===== config.mk =====
export PLATFORM = sky130hd
export DESIGN_NAME = render_write_fifo
export DESIGN_NICKNAME = d
export VERILOG_FILES = /design/src/rtl/render_write_fifo.sv
export SDC_FILE = /design/constraint.sdc
export NUM_CORES = 1
export LEC_CHECK = 0
export ABC_AREA = 1
export BUFFER_PORTS_ARGS = -buffer_cell sky130_fd_sc_hd__buf_2
export CAP_MARGIN = 20
export CORE_UTILIZATION = 45
export CTS_BUF_LIST = sky130_fd_sc_hd__clkbuf_8 sky130_fd_sc_hd__clkbuf_16
export DETAILED_ROUTE_END_ITERATION = 6
export GPL_ROUTABILITY_DRIVEN = 0
export HOLD_SLACK_MARGIN = 0.15
export PLACE_DENSITY = 0.72
export SLEW_MARGIN = 15
export SYNTH_ARGS = -nofsm -noshare
export SYNTH_HDL_FRONTEND = slang
export SYNTH_SLANG_ARGS = --single-unit

===== constraint.sdc =====
create_clock -name Clk -period 3.1 [get_ports Clk]
set_clock_uncertainty 0.2 [all_clocks]
set_input_delay 0.31 -clock Clk [delete_from_list [all_inputs] [get_ports Clk]]
set_output_delay 0.31 -clock Clk [all_outputs]
set_load 0.005 [all_outputs]

===== src/rtl/render_write_fifo.sv =====
// ---------------------------------------------------------------------------
// render_write_fifo
//
// Elastic write buffer between the renderer and the framebuffer write port.
// Pixel writes (packed screen coordinates + palette colour) are queued in a
// circular buffer and presented show-ahead to the framebuffer. A frame
// barrier holds back the renderer's done until every buffered pixel has been
// written, and the done/ack handshake is relayed in both directions.
//
// Ports
//   Clk             system clock
//   Reset           asynchronous, active-high reset
//   in_valid        renderer presents a pixel write
//   in_coords       pixel coordinates {x[8:0], y[7:0]}
//   in_color        pixel colour
//   in_ready        write accepted this cycle (FILL state and not full)
//   render_done_in  renderer finished frame (level, held until acked)
//   render_ack_out  one-cycle ack back to the renderer
//   fb_we           write strobe to framebuffer (FIFO not empty)
//   fb_coords       head-of-FIFO coordinates
//   fb_color        head-of-FIFO colour
//   fb_ready        framebuffer consumes the write this cycle
//   fb_render_done  drained-done to framebuffer
//   fb_render_ack   framebuffer accepted done / swapped buffers
//   occupancy       current entry count
//   high_water      max occupancy since the last frame ack
// ---------------------------------------------------------------------------
module render_write_fifo #(
    parameter int XY_W    = 17,
    parameter int COLOR_W = 8,
    parameter int DEPTH   = 16,
    parameter int CNT_W   = 5
) (
    input  logic               Clk,
    input  logic               Reset,
    input  logic               in_valid,
    input  logic [XY_W-1:0]    in_coords,
    input  logic [COLOR_W-1:0] in_color,
    output logic               in_ready,
    input  logic               render_done_in,
    output logic               render_ack_out,
    output logic               fb_we,
    output logic [XY_W-1:0]    fb_coords,
    output logic [COLOR_W-1:0] fb_color,
    input  logic               fb_ready,
    output logic               fb_render_done,
    input  logic               fb_render_ack,
    output logic [CNT_W-1:0]   occupancy,
    output logic [CNT_W-1:0]   high_water
);

    localparam int PTR_W = CNT_W - 1;
    localparam logic [CNT_W-1:0] FULL_CNT = CNT_W'(DEPTH);
    localparam logic [CNT_W-1:0] CNT_ONE  = CNT_W'(1);
    localparam logic [PTR_W-1:0] PTR_ONE  = PTR_W'(1);

    typedef enum logic [1:0] {
        ST_FILL  = 2'd0,
        ST_DRAIN = 2'd1,
        ST_DONE  = 2'd2
    } state_t;

    state_t               state_r;
    state_t               state_nxt_s;
    logic [PTR_W-1:0]     wr_ptr_r;
    logic [PTR_W-1:0]     rd_ptr_r;
    logic [CNT_W-1:0]     occ_r;
    logic [CNT_W-1:0]     occ_nxt_s;
    logic [CNT_W-1:0]     hw_r;
    logic                 rearm_r;
    logic                 ack_out_r;
    logic                 ack_fire_s;
    logic                 barrier_s;
    logic                 in_ready_s;
    logic                 fb_we_s;
    logic                 push_s;
    logic                 pop_s;

    logic [XY_W-1:0]      coords_mem_r [DEPTH];
    logic [COLOR_W-1:0]   color_mem_r  [DEPTH];

    // Handshake qualifiers. in_ready is forced low while Reset is asserted,
    // since the reset state itself (FILL, empty) would otherwise accept.
    // It deliberately ignores a same-cycle pop: a full FIFO refuses writes.
    assign in_ready_s = (!Reset) && (state_r == ST_FILL) && (occ_r != FULL_CNT);
    assign fb_we_s    = (occ_r != {CNT_W{1'b0}}) && (state_r != ST_DONE);
    assign push_s     = in_valid && in_ready_s;
    assign pop_s      = fb_we_s && fb_ready;

    // The barrier triggers only once the renderer has dropped done since the
    // last ack, so a done still held high from the previous frame is ignored.
    assign barrier_s  = (state_r == ST_FILL) && render_done_in && rearm_r;

    // Next occupancy: simultaneous push and pop leaves the count unchanged.
    always_comb begin
        occ_nxt_s = occ_r;
        case ({push_s, pop_s})
            2'b10:   occ_nxt_s = occ_r + CNT_ONE;
            2'b01:   occ_nxt_s = occ_r - CNT_ONE;
            default: occ_nxt_s = occ_r;
        endcase
    end

    // Frame-barrier next-state logic.
    always_comb begin
        state_nxt_s = state_r;
        ack_fire_s  = 1'b0;
        case (state_r)
            ST_FILL: begin
                if (barrier_s) begin
                    state_nxt_s = ST_DRAIN;
                end else begin
                    state_nxt_s = ST_FILL;
                end
            end
            ST_DRAIN: begin
                // Empty means fb_we is low, so no pop can still be pending.
                if (occ_r == {CNT_W{1'b0}}) begin
                    state_nxt_s = ST_DONE;
                end else begin
                    state_nxt_s = ST_DRAIN;
                end
            end
            ST_DONE: begin
                if (fb_render_ack) begin
                    state_nxt_s = ST_FILL;
                    ack_fire_s  = 1'b1;
                end else begin
                    state_nxt_s = ST_DONE;
                end
            end
            default: begin
                state_nxt_s = ST_FILL;
            end
        endcase
    end

    // State register.
    always_ff @(posedge Clk or posedge Reset) begin
        if (Reset) begin
            state_r <= ST_FILL;
        end else begin
            state_r <= state_nxt_s;
        end
    end

    // Pointers and occupancy; pointers wrap naturally at DEPTH (power of two).
    always_ff @(posedge Clk or posedge Reset) begin
        if (Reset) begin
            wr_ptr_r <= {PTR_W{1'b0}};
            rd_ptr_r <= {PTR_W{1'b0}};
            occ_r    <= {CNT_W{1'b0}};
        end else begin
            if (push_s) begin
                wr_ptr_r <= wr_ptr_r + PTR_ONE;
            end
            if (pop_s) begin
                rd_ptr_r <= rd_ptr_r + PTR_ONE;
            end
            occ_r <= occ_nxt_s;
        end
    end

    // High-water mark tracks the peak occupancy of the current frame.
    always_ff @(posedge Clk or posedge Reset) begin
        if (Reset) begin
            hw_r <= {CNT_W{1'b0}};
        end else if (ack_fire_s) begin
            hw_r <= {CNT_W{1'b0}};
        end else if (occ_nxt_s > hw_r) begin
            hw_r <= occ_nxt_s;
        end
    end

    // Rearm flag: cleared when the barrier fires, set again once done has
    // been seen low while accepting writes.
    always_ff @(posedge Clk or posedge Reset) begin
        if (Reset) begin
            rearm_r <= 1'b1;
        end else if (barrier_s) begin
            rearm_r <= 1'b0;
        end else if ((state_r == ST_FILL) && !render_done_in) begin
            rearm_r <= 1'b1;
        end
    end

    // One-cycle ack to the renderer, the cycle after the framebuffer acks.
    always_ff @(posedge Clk or posedge Reset) begin
        if (Reset) begin
            ack_out_r <= 1'b0;
        end else begin
            ack_out_r <= ack_fire_s;
        end
    end

    // Storage array; contents are don't-care until written, so no reset.
    always_ff @(posedge Clk) begin
        if (push_s) begin
            coords_mem_r[wr_ptr_r] <= in_coords;
            color_mem_r[wr_ptr_r]  <= in_color;
        end
    end

    assign in_ready       = in_ready_s;
    assign fb_we          = fb_we_s;
    assign fb_coords      = coords_mem_r[rd_ptr_r];
    assign fb_color       = color_mem_r[rd_ptr_r];
    assign fb_render_done = (state_r == ST_DONE);
    assign render_ack_out = ack_out_r;
    assign occupancy      = occ_r;
    assign high_water     = hw_r;

endmodule


Word level (Yosys, flattened, before mapping) --
Memory sizes are Yosys's and may differ from the RTL's. Index checks and enable logic that the tools add are counted.
Operators by class: add/sub/neg operators 4, magnitude comparators 1, equal/unequal tests 6, muxes and demuxes 13, reduce and logical (&&, ||, !) cells 15
Operators by type and width (count):
- $mux 5 | 2
- $pmux 5 s2 | 1
- $add 4x1->4 const B | 2
- $logic_and 1x1->1 | 8
- $mux 1 | 7
- $pmux 2 s3 | 1
- $add 5x1->5 const B | 1
- $gt 5x5->1 | 1
- $logic_not 5->1 | 1
- $ne 5x5->1 const B | 1
- $reduce_bool 5->1 | 1
- $sub 5x1->5 const B | 1
- $eq 2x1->1 const B | 2
- $eq 2x2->1 const B | 2
- $mux 2 | 2
- $reduce_bool 2->1 | 2
- $logic_not 1->1 | 2
- $logic_not 2->1 | 1
- $ne 2x2->1 const B | 1
Word-level totals: register bits 22, bits in writable memories 400, input bits 31, output and inout bits 39, logic and storage cells 48, memories 2
Memory list:
- coords_mem_r | words 16, width 17, read ports 1, clocked after Yosys merged registers in 0, wr ports 1, line 79 | logic [XY_W-1:0] coords_mem_r [DEPTH];
- color_mem_r | words 16, width 8, read ports 1, clocked after Yosys merged registers in 0, wr ports 1, line 80 | logic [COLOR_W-1:0] color_mem_r [DEPTH];

Depth between registers and ports, before layout --
Gate-level depths: netlist (run 1).
word-level depth 9, mapped depth 24, mapped depth without buffers 24

Least setup slack after synthesis (run 1) --
Ideal clock, no wire load.
path type register -> register, from register occ_r[0] (netlist: occupancy[0]), to register hw_r[0] (netlist: high_water[0]), data arrival time 2.657 ns, data required time 2.779 ns, slack 0.122 ns, stages on the path, launching flop included 21, period minus slack after synthesis 2.978 ns, cell sequence dfrtp_1 nor2_2 nand3_1 nand3_4 nand3_1 nand2_1 inv_2 ha_1 a21oi_1 inv_1 nand3_2 nand2_1 nand2_1 nand2_1 a21oi_1 ha_1 a21oi_1 o21ai_0 o21ai_0 nor2_1 a22o_1
On the way: word-level cells in the longest chain between the ends 7, elaborated cells between the ends (all ways) 15, those cells by class add/sub: 2; order compare: 1; eq/ne: 3; mux: 3; reduce/logical: 6
Ends and longest elaborated chain:
- start, declared | line 67 | logic [CNT_W-1:0] occ_r;
- start signal, assigned | line 152 | occ_r <= {CNT_W{1'b0}};
- start signal, assigned | line 160 | occ_r <= occ_nxt_s;
- $ne 5x5->1 / $reduce_bool 5->1 (equally long branches) | line 85, 86
- $logic_and 1x1->1, on equally long branches | line 85, 86
- $logic_and 1x1->1, on equally long branches | line 87, 88
- $eq 2x1->1 / $eq 2x2->1 (equally long branches) | line 97 | case ({push_s, pop_s})
- $pmux 5 s2 * | line 97
- via occ_nxt_s[4] | line 68 | logic [CNT_W-1:0] occ_nxt_s;
- $gt 5x5->1 * | line 170 | end else if (occ_nxt_s > hw_r) begin
- $reduce_bool 2->1 (no source line) *
- end signal, assigned | line 167 | hw_r <= {CNT_W{1'b0}};
- end signal, assigned | line 169 | hw_r <= {CNT_W{1'b0}};
- end signal, assigned | line 171 | hw_r <= occ_nxt_s;
- end, declared | line 69 | logic [CNT_W-1:0] hw_r;
The timed path passes the listed nets; every way through them passes the cells marked *. The select of a mux whose other input is x is not followed. A chain may end at the register's enable or synchronous reset.

Final worst setup path (run 1) --
Same ends and word-level chain as after synthesis.

==> metrics.txt, run 1 <==
# TYPE chip_impl_metric gauge
chip_impl_metric{name="slew_headroom",unit="%"} 42.2
chip_impl_info{name="crit_chain",value="nor2_4 -> nand3_2 -> nand2_4 -> nor2_8 -> nand2_4 -> nand2_4 -> nand2_2 -> inv_2 -> ha_4 -> a21oi_4 -> inv_2 -> nand3_2 -> nand2_1 -> nand2_1 -> nand2_2 -> a21oi_2 -> ha_1 -> a21oi_2 -> o21ai_2 -> o21ai_2 -> nor2_4 -> a22o_1"} 1
chip_impl_info{name="worst_hold_endpoint",value="state_r[0]"} 1
chip_impl_metric{name="setup_viol_count_final",unit=""} 1
chip_impl_info{name="hold_path_startpoint",value="rearm_r"} 1
chip_impl_metric{name="cp_slowest_stage_delay",unit="ns"} 0.41
chip_impl_metric{name="postLayoutCellArea",unit="µm²"} 20000
chip_impl_info{name="r2r-start",value="occupancy[0]"} 1
chip_impl_metric{name="netlist_area",unit="µm²"} 16900
chip_impl_metric{name="syn_to_final_growth",unit="%"} 18.2
chip_impl_metric{name="yosysUniqueCellTypes",unit=""} 36
chip_impl_metric{name="grt_antenna_before_repair",unit=""} 0
chip_impl_metric{name="floorplan.die_area",unit="µm²"} 38400
chip_impl_info{name="ys_top_cells_by_area",value="edfxtp_1, mux2i_1, o221ai_1, nor2_1, o21ai_0"} 1
chip_impl_info{name="yosysTopAreaCell",value="edfxtp_1"} 1
chip_impl_metric{name="synth.yosys.seq_area_share",unit="%"} 74.3
chip_impl_metric{name="critical_path_peak_fanout",unit=""} 5
chip_impl_metric{name="max_cap_violations",unit=""} 0
chip_impl_metric{name="port_buffers",unit=""} 69
chip_impl_metric{name="floorplan.core_area",unit="µm²"} 36800
chip_impl_metric{name="drt_drc_violations_left",unit=""} 0
chip_impl_metric{name="cp.arrival",unit="ns"} 3.32
chip_impl_info{name="run_status",value="finished, violations left"} 1
chip_impl_metric{name="finalWirelength",unit="µm"} 38800
chip_impl_info{name="worstHoldPathType",value="register to register"} 1
chip_impl_info{name="cpLargestDelayFamily",value="simple AND/OR/NAND/NOR gates"} 1
chip_impl_metric{name="synth.yosys.warnings",unit=""} 0
chip_impl_metric{name="viasPerCell",unit=""} 5.77
chip_impl_metric{name="detail_route.first_pass.iterations",unit=""} 5
chip_impl_metric{name="seq_power_share",unit="%"} 37.7
chip_impl_metric{name="routed_wl_per_cell",unit="µm"} 21.7
chip_impl_metric{name="globalRoute.totalOverflow",unit=""} 0
chip_impl_metric{name="die_h",unit="µm"} 196
chip_impl_metric{name="syn_nets",unit=""} 1205
chip_impl_metric{name="cts_htree_levels",unit=""} 2
chip_impl_metric{name="fmax",unit="MHz"} 322
chip_impl_info{name="cts_tree",value="done"} 1
chip_impl_metric{name="ioPinCount",unit=""} 70
chip_impl_metric{name="wl_met1",unit="µm"} 16000
chip_impl_metric{name="nNetsFinal",unit=""} 1331
chip_impl_info{name="clock-root-buffer",value="clkbuf_16"} 1
chip_impl_info{name="worstReg2RegEnd",value="high_water[0]"} 1
chip_impl_info{name="synth_top_cells_by_count",value="edfxtp_1, nor2_1, o21ai_0"} 1
chip_impl_metric{name="finalMaxSlewViolations",unit=""} 0
chip_impl_metric{name="rr_worst_depth",unit=""} 22
chip_impl_metric{name="globalRouteTotalUtil",unit="%"} 20.1
chip_impl_metric{name="synthArstFlopShare",unit="%"} 5.21
chip_impl_metric{name="comb_power_share",unit="%"} 34.5
chip_impl_metric{name="worstSkewPairLatency",unit="ns"} 0.54
chip_impl_metric{name="timing.final.hold_violations",unit=""} 0
chip_impl_metric{name="preCtsSetupSlack",unit="ns"} -0.0645
chip_impl_metric{name="leakage",unit="µW"} 0.00696
chip_impl_metric{name="power.share.clock",unit="%"} 27.8
chip_impl_metric{name="min_path_cells",unit=""} 2
chip_impl_metric{name="net-switching-power",unit="µW"} 6180
chip_impl_metric{name="insertedDiodeCount",unit=""} 0
chip_impl_metric{name="reg2reg_slack",unit="ns"} -0.008
chip_impl_metric{name="fp.dieW",unit="µm"} 196
chip_impl_info{name="criticalPathCategory",value="register to register"} 1
chip_impl_info{name="most_frequent_cell_after_synthesis",value="edfxtp_1"} 1
chip_impl_metric{name="rows",unit=""} 70
chip_impl_metric{name="synth-seq-cells",unit=""} 422
chip_impl_metric{name="wl_met2",unit="µm"} 19000
chip_impl_info{name="critical_path.startpoint_type",value="register"} 1
chip_impl_metric{name="detailed_place_hpwl",unit="µm"} 20800
chip_impl_metric{name="worst_ir_drop_vdd",unit="mV"} 0.848
chip_impl_info{name="crit_start",value="occupancy[0]"} 1
chip_impl_metric{name="syn-instance-count",unit=""} 1162
chip_impl_metric{name="grt_pass1_wl",unit="µm"} 58500
chip_impl_metric{name="synthesized_area_divided_by_synthesized_cell_count",unit="µm²"} 14.6
chip_impl_metric{name="first_iter_violations",unit=""} 1023
chip_impl_metric{name="postLayoutSetupSlackWorst",unit="ns"} -0.00757
chip_impl_info{name="critPathSlowestCell",value="dfrtp_1"} 1
chip_impl_metric{name="cts_buffers",unit=""} 43
chip_impl_metric{name="placed_area",unit="µm²"} 18200
chip_impl_metric{name="layout-drive-gt1-share",unit="%"} 18.6
chip_impl_info{name="unrepaired_setup_endpoints_after_global_routing",value="true"} 1
chip_impl_metric{name="sw_frac_of_total",unit="%"} 34.9
chip_impl_metric{name="final_min_period_over_clock_period",unit="%"} 100
chip_impl_info{name="critical-path-top-cell-by-count",value="nand2_4"} 1
chip_impl_info{name="topmost_layer_with_routed_signal_wires",value="met4"} 1
chip_impl_metric{name="finalNonFillerCells",unit=""} 1790
chip_impl_metric{name="detailroute.wirelength.met3",unit="µm"} 2620
chip_impl_metric{name="post-place-cells",unit=""} 1678
chip_impl_info{name="failed_checks",value="negative setup slack"} 1
chip_impl_metric{name="cp.required",unit="ns"} 3.32
chip_impl_metric{name="clkTransAtPathRegs",unit="ns"} 0.06
chip_impl_metric{name="synth-edff-count",unit=""} 400
chip_impl_metric{name="grt_max_degree",unit=""} 109
chip_impl_metric{name="cts_num_sinks",unit=""} 422
chip_impl_metric{name="critical_path.n_buffers_inverters",unit=""} 2
chip_impl_metric{name="cts-root-to-sink-buffers",unit=""} 3
chip_impl_metric{name="fin_crit",unit="ns"} 3.11
chip_impl_metric{name="internal-power",unit="µW"} 11500
chip_impl_metric{name="drtAntennaViolNets",unit=""} 0
chip_impl_metric{name="fin_total_pwr",unit="µW"} 17700
chip_impl_metric{name="first_global_vias",unit=""} 10100
chip_impl_metric{name="tightestPinTransition",unit="ns"} 0.866
chip_impl_metric{name="start_util",unit="%"} 46.0
chip_impl_metric{name="worst_hold_slack",unit="ns"} 0.309
chip_impl_metric{name="power_per_cell_area",unit="nW/µm²"} 886
chip_impl_metric{name="synth.top_cell.area_share",unit="%"} 71.0
chip_impl_info{name="synthFlopType",value="edfxtp_1"} 1
chip_impl_info{name="critical_path.endpoint_type",value="register"} 1
chip_impl_metric{name="vias",unit=""} 10300
## cells by family after synthesis
logic type | count (synthesis) | share of synthesized area (%)
flip-flops | 422 | 74.3
AND/OR/NAND/NOR | 295 | 7.47
adder cells (fa/ha/maj) | 12 | 0.888
XOR/XNOR | 7 | 0.363
multiplexers | 78 | 4.62
AO/OA/AOI/OAI | 241 | 9.69
buffers and inverters | 107 | 2.67
## flip-flops by register name (all words and copies together), names as in the netlist
name,flops
color_mem_r,128
coords_mem_r,272
high_water,5
occupancy,5
rd_ptr_r,4
rearm_r,1
render_ack_out,1
state_r,2
wr_ptr_r,4
## per-layer routing
| layer | vias to the layer above | global-route usage, % |
|---|---|---|
| li1 | 4703 | - |
| met1 | 5141 | 27.0 |
| met2 | 387 | 33.0 |
| met3 | 93 | 3.39 |
| met4 | 0 | 7.03 |
| met5 | - | 0 |
## cells in the final DEF, fill, tap and decap left out, drive strengths merged, types with 2 or more instances in the layout
cell type and n:
mux2i 77, buf 123, clkbuf 43, dlygate4sd3 30, bufinv 3, o211ai 21
o32ai 21, edfxtp 400, nor3 2, o221ai 77, inv 39, nand2 75
dfrtp 21, o21ai 110, clkinv 28, nand3 42, o22ai 4, nand4 2
ha 12, a21oi 6, nor2 173, xor2 7
## worst max path at each step
stage,cells past startpoint,end
5_1_grt,15,high_water[0]
2_1_floorplan,20,high_water[0]
6_report,22,high_water[0]
3_3_place_gp,20,high_water[0]
3_5_place_dp,20,high_water[3]
4_1_cts,22,high_water[0]
## power by group through the flow
| stage | clock network, µW | logic, µW | registers, µW |
|---|---|---|---|
| floorplan | 0 | 3810 | 6750 |
| detailed placement | 0 | 5780 | 6790 |
| global placement | 0 | 5630 | 6780 |
| CTS | 5000 | 5870 | 6680 |
| global route | 5200 | 6690 | 6710 |
| finish | 4920 | 6110 | 6690 |
## final cells by class
type / instances / area [µm²]
clock buffers: 43 / 1080
clock inverters: 36 / 284
fillers: 2872 / 16800
inverters: 35 / 136
multi-input cells: 633 / 4100
flip-flops and latches: 422 / 12600
well taps: 468 / 586
repair buffers: 153 / 1240
## worst min-delay path: stages (launching register included)
cell and delay, ns:
dfstp_2 0.37, nand2_1 0.05, nand2_1 0.05
## repair_timing
item                       4_1_cts  5_1_grt
gates resized for setup          5       23
setup endpoints to repair        5        7
setup buffers                    0        3
hold buffers                    30        0
hold endpoints to repair       431        0
pin swaps                        1       16
## metrics by stage
step	TNS [ns]	utilization, %
final	-0.00757	54.4
after global routing	-0.540	54.4
after CTS	0	54.1
after detailed placement	-0.259	49.5
after global placement	0	49.5
after floorplan	0	-
No activity file was read; power rests on OpenSTA's default activity.
==> inputs of run 2 (changes only) <==
--- a/config.mk
+++ b/config.mk
@@ -14,6 +14,7 @@
 export GPL_ROUTABILITY_DRIVEN = 0
 export HOLD_SLACK_MARGIN = 0.15
 export PLACE_DENSITY = 0.72
+export REMOVE_ABC_BUFFERS = 1
 export SLEW_MARGIN = 15
 export SYNTH_ARGS = -nofsm -noshare
 export SYNTH_HDL_FRONTEND = slang
==> run 2 against run 1 <==
- the run now ends clean
- cell count about the same
- critical path depth stayed put
- sequential power is 0.6% higher
- worst setup slack better by 0.062 ns
- critical path type unchanged
- critical endpoint is now high_water[4]
- largest power group unchanged
==> metrics.txt, run 2 (same netlist as run 1, synthesis figures left out) <==
# TYPE chip_impl_metric gauge
chip_impl_info{name="run_status",value="finished, final reports clean"} 1
chip_impl_metric{name="die_h",unit="µm"} 196
chip_impl_metric{name="grt_pass1_wl",unit="µm"} 58400
chip_impl_metric{name="cts_num_sinks",unit=""} 422
chip_impl_metric{name="worst_ir_drop_vdd",unit="mV"} 0.822
chip_impl_info{name="critical_path.endpoint_type",value="register"} 1
chip_impl_metric{name="cp.required",unit="ns"} 3.38
chip_impl_metric{name="final_min_period_over_clock_period",unit="%"} 98.2
chip_impl_metric{name="worstSkewPairLatency",unit="ns"} 0.54
chip_impl_metric{name="drt_drc_violations_left",unit=""} 0
chip_impl_info{name="clock-root-buffer",value="clkbuf_16"} 1
chip_impl_metric{name="post-route-util",unit="%"} 54.6
chip_impl_metric{name="rr_worst_depth",unit=""} 22
chip_impl_metric{name="layout-drive-gt1-share",unit="%"} 18.6
chip_impl_info{name="most-common-layout-cells",value="edfxtp_1, nor2_1, o21ai_0"} 1
chip_impl_metric{name="fp.dieW",unit="µm"} 196
chip_impl_metric{name="floorplan.core_area",unit="µm²"} 36800
chip_impl_metric{name="vias",unit=""} 10400
chip_impl_metric{name="postLayoutSetupSlackWorst",unit="ns"} 0.0545
chip_impl_metric{name="detail_route.first_pass.iterations",unit=""} 5
chip_impl_metric{name="grt_antenna_before_repair",unit=""} 1
chip_impl_metric{name="ioPinCount",unit=""} 70
chip_impl_metric{name="cts-root-to-sink-buffers",unit=""} 3
chip_impl_metric{name="cts_htree_levels",unit=""} 2
chip_impl_metric{name="grt_max_degree",unit=""} 107
chip_impl_metric{name="finalMaxSlewViolations",unit=""} 0
chip_impl_metric{name="viasPerCell",unit=""} 5.80
chip_impl_info{name="worstHoldPathType",value="register to register"} 1
chip_impl_info{name="most_flops_register",value="coords_mem_r"} 1
chip_impl_metric{name="finalWirelength",unit="µm"} 38300
chip_impl_metric{name="syn_to_final_growth",unit="%"} 18.8
chip_impl_metric{name="cp.arrival",unit="ns"} 3.33
chip_impl_metric{name="power_per_cell_area",unit="nW/µm²"} 888
chip_impl_info{name="cts_tree",value="done"} 1
chip_impl_metric{name="placed_area",unit="µm²"} 18200
chip_impl_metric{name="start_util",unit="%"} 46.0
chip_impl_metric{name="globalRouteTotalUtil",unit="%"} 20.0
chip_impl_metric{name="first_global_vias",unit=""} 10300
chip_impl_metric{name="preCtsSetupSlack",unit="ns"} -0.127
chip_impl_metric{name="timing.final.hold_violations",unit=""} 0
chip_impl_metric{name="detailed_place_hpwl",unit="µm"} 20100
chip_impl_metric{name="leakage",unit="µW"} 0.00699
chip_impl_metric{name="worst_hold_slack",unit="ns"} 0.298
chip_impl_info{name="unrepaired_setup_endpoints_after_global_routing",value="true"} 1
chip_impl_metric{name="fmax",unit="MHz"} 328
chip_impl_info{name="largestRegisters",value="coords_mem_r x272, color_mem_r x128"} 1
chip_impl_metric{name="critical_path_peak_fanout",unit=""} 5
chip_impl_metric{name="postLayoutCellArea",unit="µm²"} 20100
chip_impl_metric{name="rows",unit=""} 70
chip_impl_metric{name="n_fill_cell",unit=""} 2866
chip_impl_metric{name="nNetsFinal",unit=""} 1331
chip_impl_metric{name="globalRoute.totalOverflow",unit=""} 0
chip_impl_metric{name="min_path_cells",unit=""} 2
chip_impl_metric{name="slew_headroom",unit="%"} 43.0
chip_impl_metric{name="fin_total_pwr",unit="µW"} 17800
chip_impl_metric{name="cts_buffers",unit=""} 43
chip_impl_info{name="criticalPathCategory",value="register to register"} 1
chip_impl_metric{name="clkTransAtPathRegs",unit="ns"} 0.06
chip_impl_metric{name="routed_wl_per_cell",unit="µm"} 21.4
chip_impl_metric{name="first_iter_violations",unit=""} 1016
chip_impl_metric{name="port_buffers",unit=""} 69
chip_impl_metric{name="flip_flop_count_of_the_largest_register_after_layout",unit=""} 272
chip_impl_info{name="critical_path.startpoint_type",value="register"} 1
chip_impl_metric{name="tightestPinTransition",unit="ns"} 0.854
chip_impl_metric{name="fin_crit",unit="ns"} 3.05
chip_impl_metric{name="floorplan.die_area",unit="µm²"} 38400
chip_impl_metric{name="setup_viol_count_final",unit=""} 0
chip_impl_info{name="layout.cells.most_common",value="edfxtp_1"} 1
chip_impl_metric{name="max_cap_violations",unit=""} 0
chip_impl_metric{name="drtAntennaViolNets",unit=""} 0
## run 2: report_power, final
group	internal, µW	switching [µW]
logic	2290	3810
clock network	2890	2120
registers	6500	226
total	11700	6150
## run 2: area by class of cell
| class | count | area [µm²] | area share (%) |
|---|---|---|---|
| diodes | 1 | 2.50 | 0.0125 |
| inverters | 35 | 136 | 0.679 |
| well taps | 468 | 586 | 2.92 |
| clock inverters | 34 | 302 | 1.50 |
| flip-flops and latches | 422 | 12600 | 62.6 |
| clock buffers | 43 | 1080 | 5.36 |
| repair buffers | 153 | 1310 | 6.52 |
| multi-input cells | 633 | 4100 | 20.4 |
## run 2: worst paths after layout
path                                     from       endpoint  slack (ns)
max in group asynchronous               Reset    rd_ptr_r[1]        1.76
worst max-delay path             occupancy[3]  high_water[4]        0.05
min in group asynchronous               Reset     state_r[1]        0.31
worst min-delay path            high_water[4]  high_water[4]        0.30
worst max register to register   occupancy[3]  high_water[4]        0.05
worst min register to register  high_water[4]  high_water[4]        0.30
## run 2: routing by layer
metal / global-route usage (%) / share of wire, % / vias to the layer above
met5: 0 / 0 / -
met4: 5.67 / 2.2 / 0
met3: 3.58 / 7.9 / 69
met2: 32.7 / 48 / 419
met1: 27.4 / 42 / 5191
li1: - / - / 4699
## run 2: repair_timing
action                                  4_1_cts  5_1_grt
pin swaps                                     1       16
gates resized for setup                       6       20
setup buffers                                 0        6
endpoints found under the hold margin       432        0
hold buffers                                 30        0
endpoints found under the setup margin        5       10
## run 2: worst max-delay path: stages (launching register included)
cell and delay, ns:
dfrtp_1 0.41, nor2_4 0.15, nand3_2 0.12, nand2_4 0.12
nor2_8 0.05, nand2_4 0.07, nand2_2 0.06, nand2_2 0.06
inv_2 0.05, ha_4 0.15, a21oi_4 0.13, inv_2 0.05
nand3_2 0.06, nand3b_1 0.09, nand2_2 0.08, a21oi_2 0.07
ha_1 0.31, nand2_1 0.09, o21ai_1 0.17, o21ai_2 0.09
nor2_2 0.20, nand3_1 0.12, nand2_1 0.07
## run 2: metrics by stage
stage / setup TNS, ns / std cells
final: 0 / 1789
after global routing: -0.420 / 1788
after CTS: 0 / 1782
after detailed placement: -0.588 / 1675
after global placement: 0 / 1675
after floorplan: -120.59 / 1090
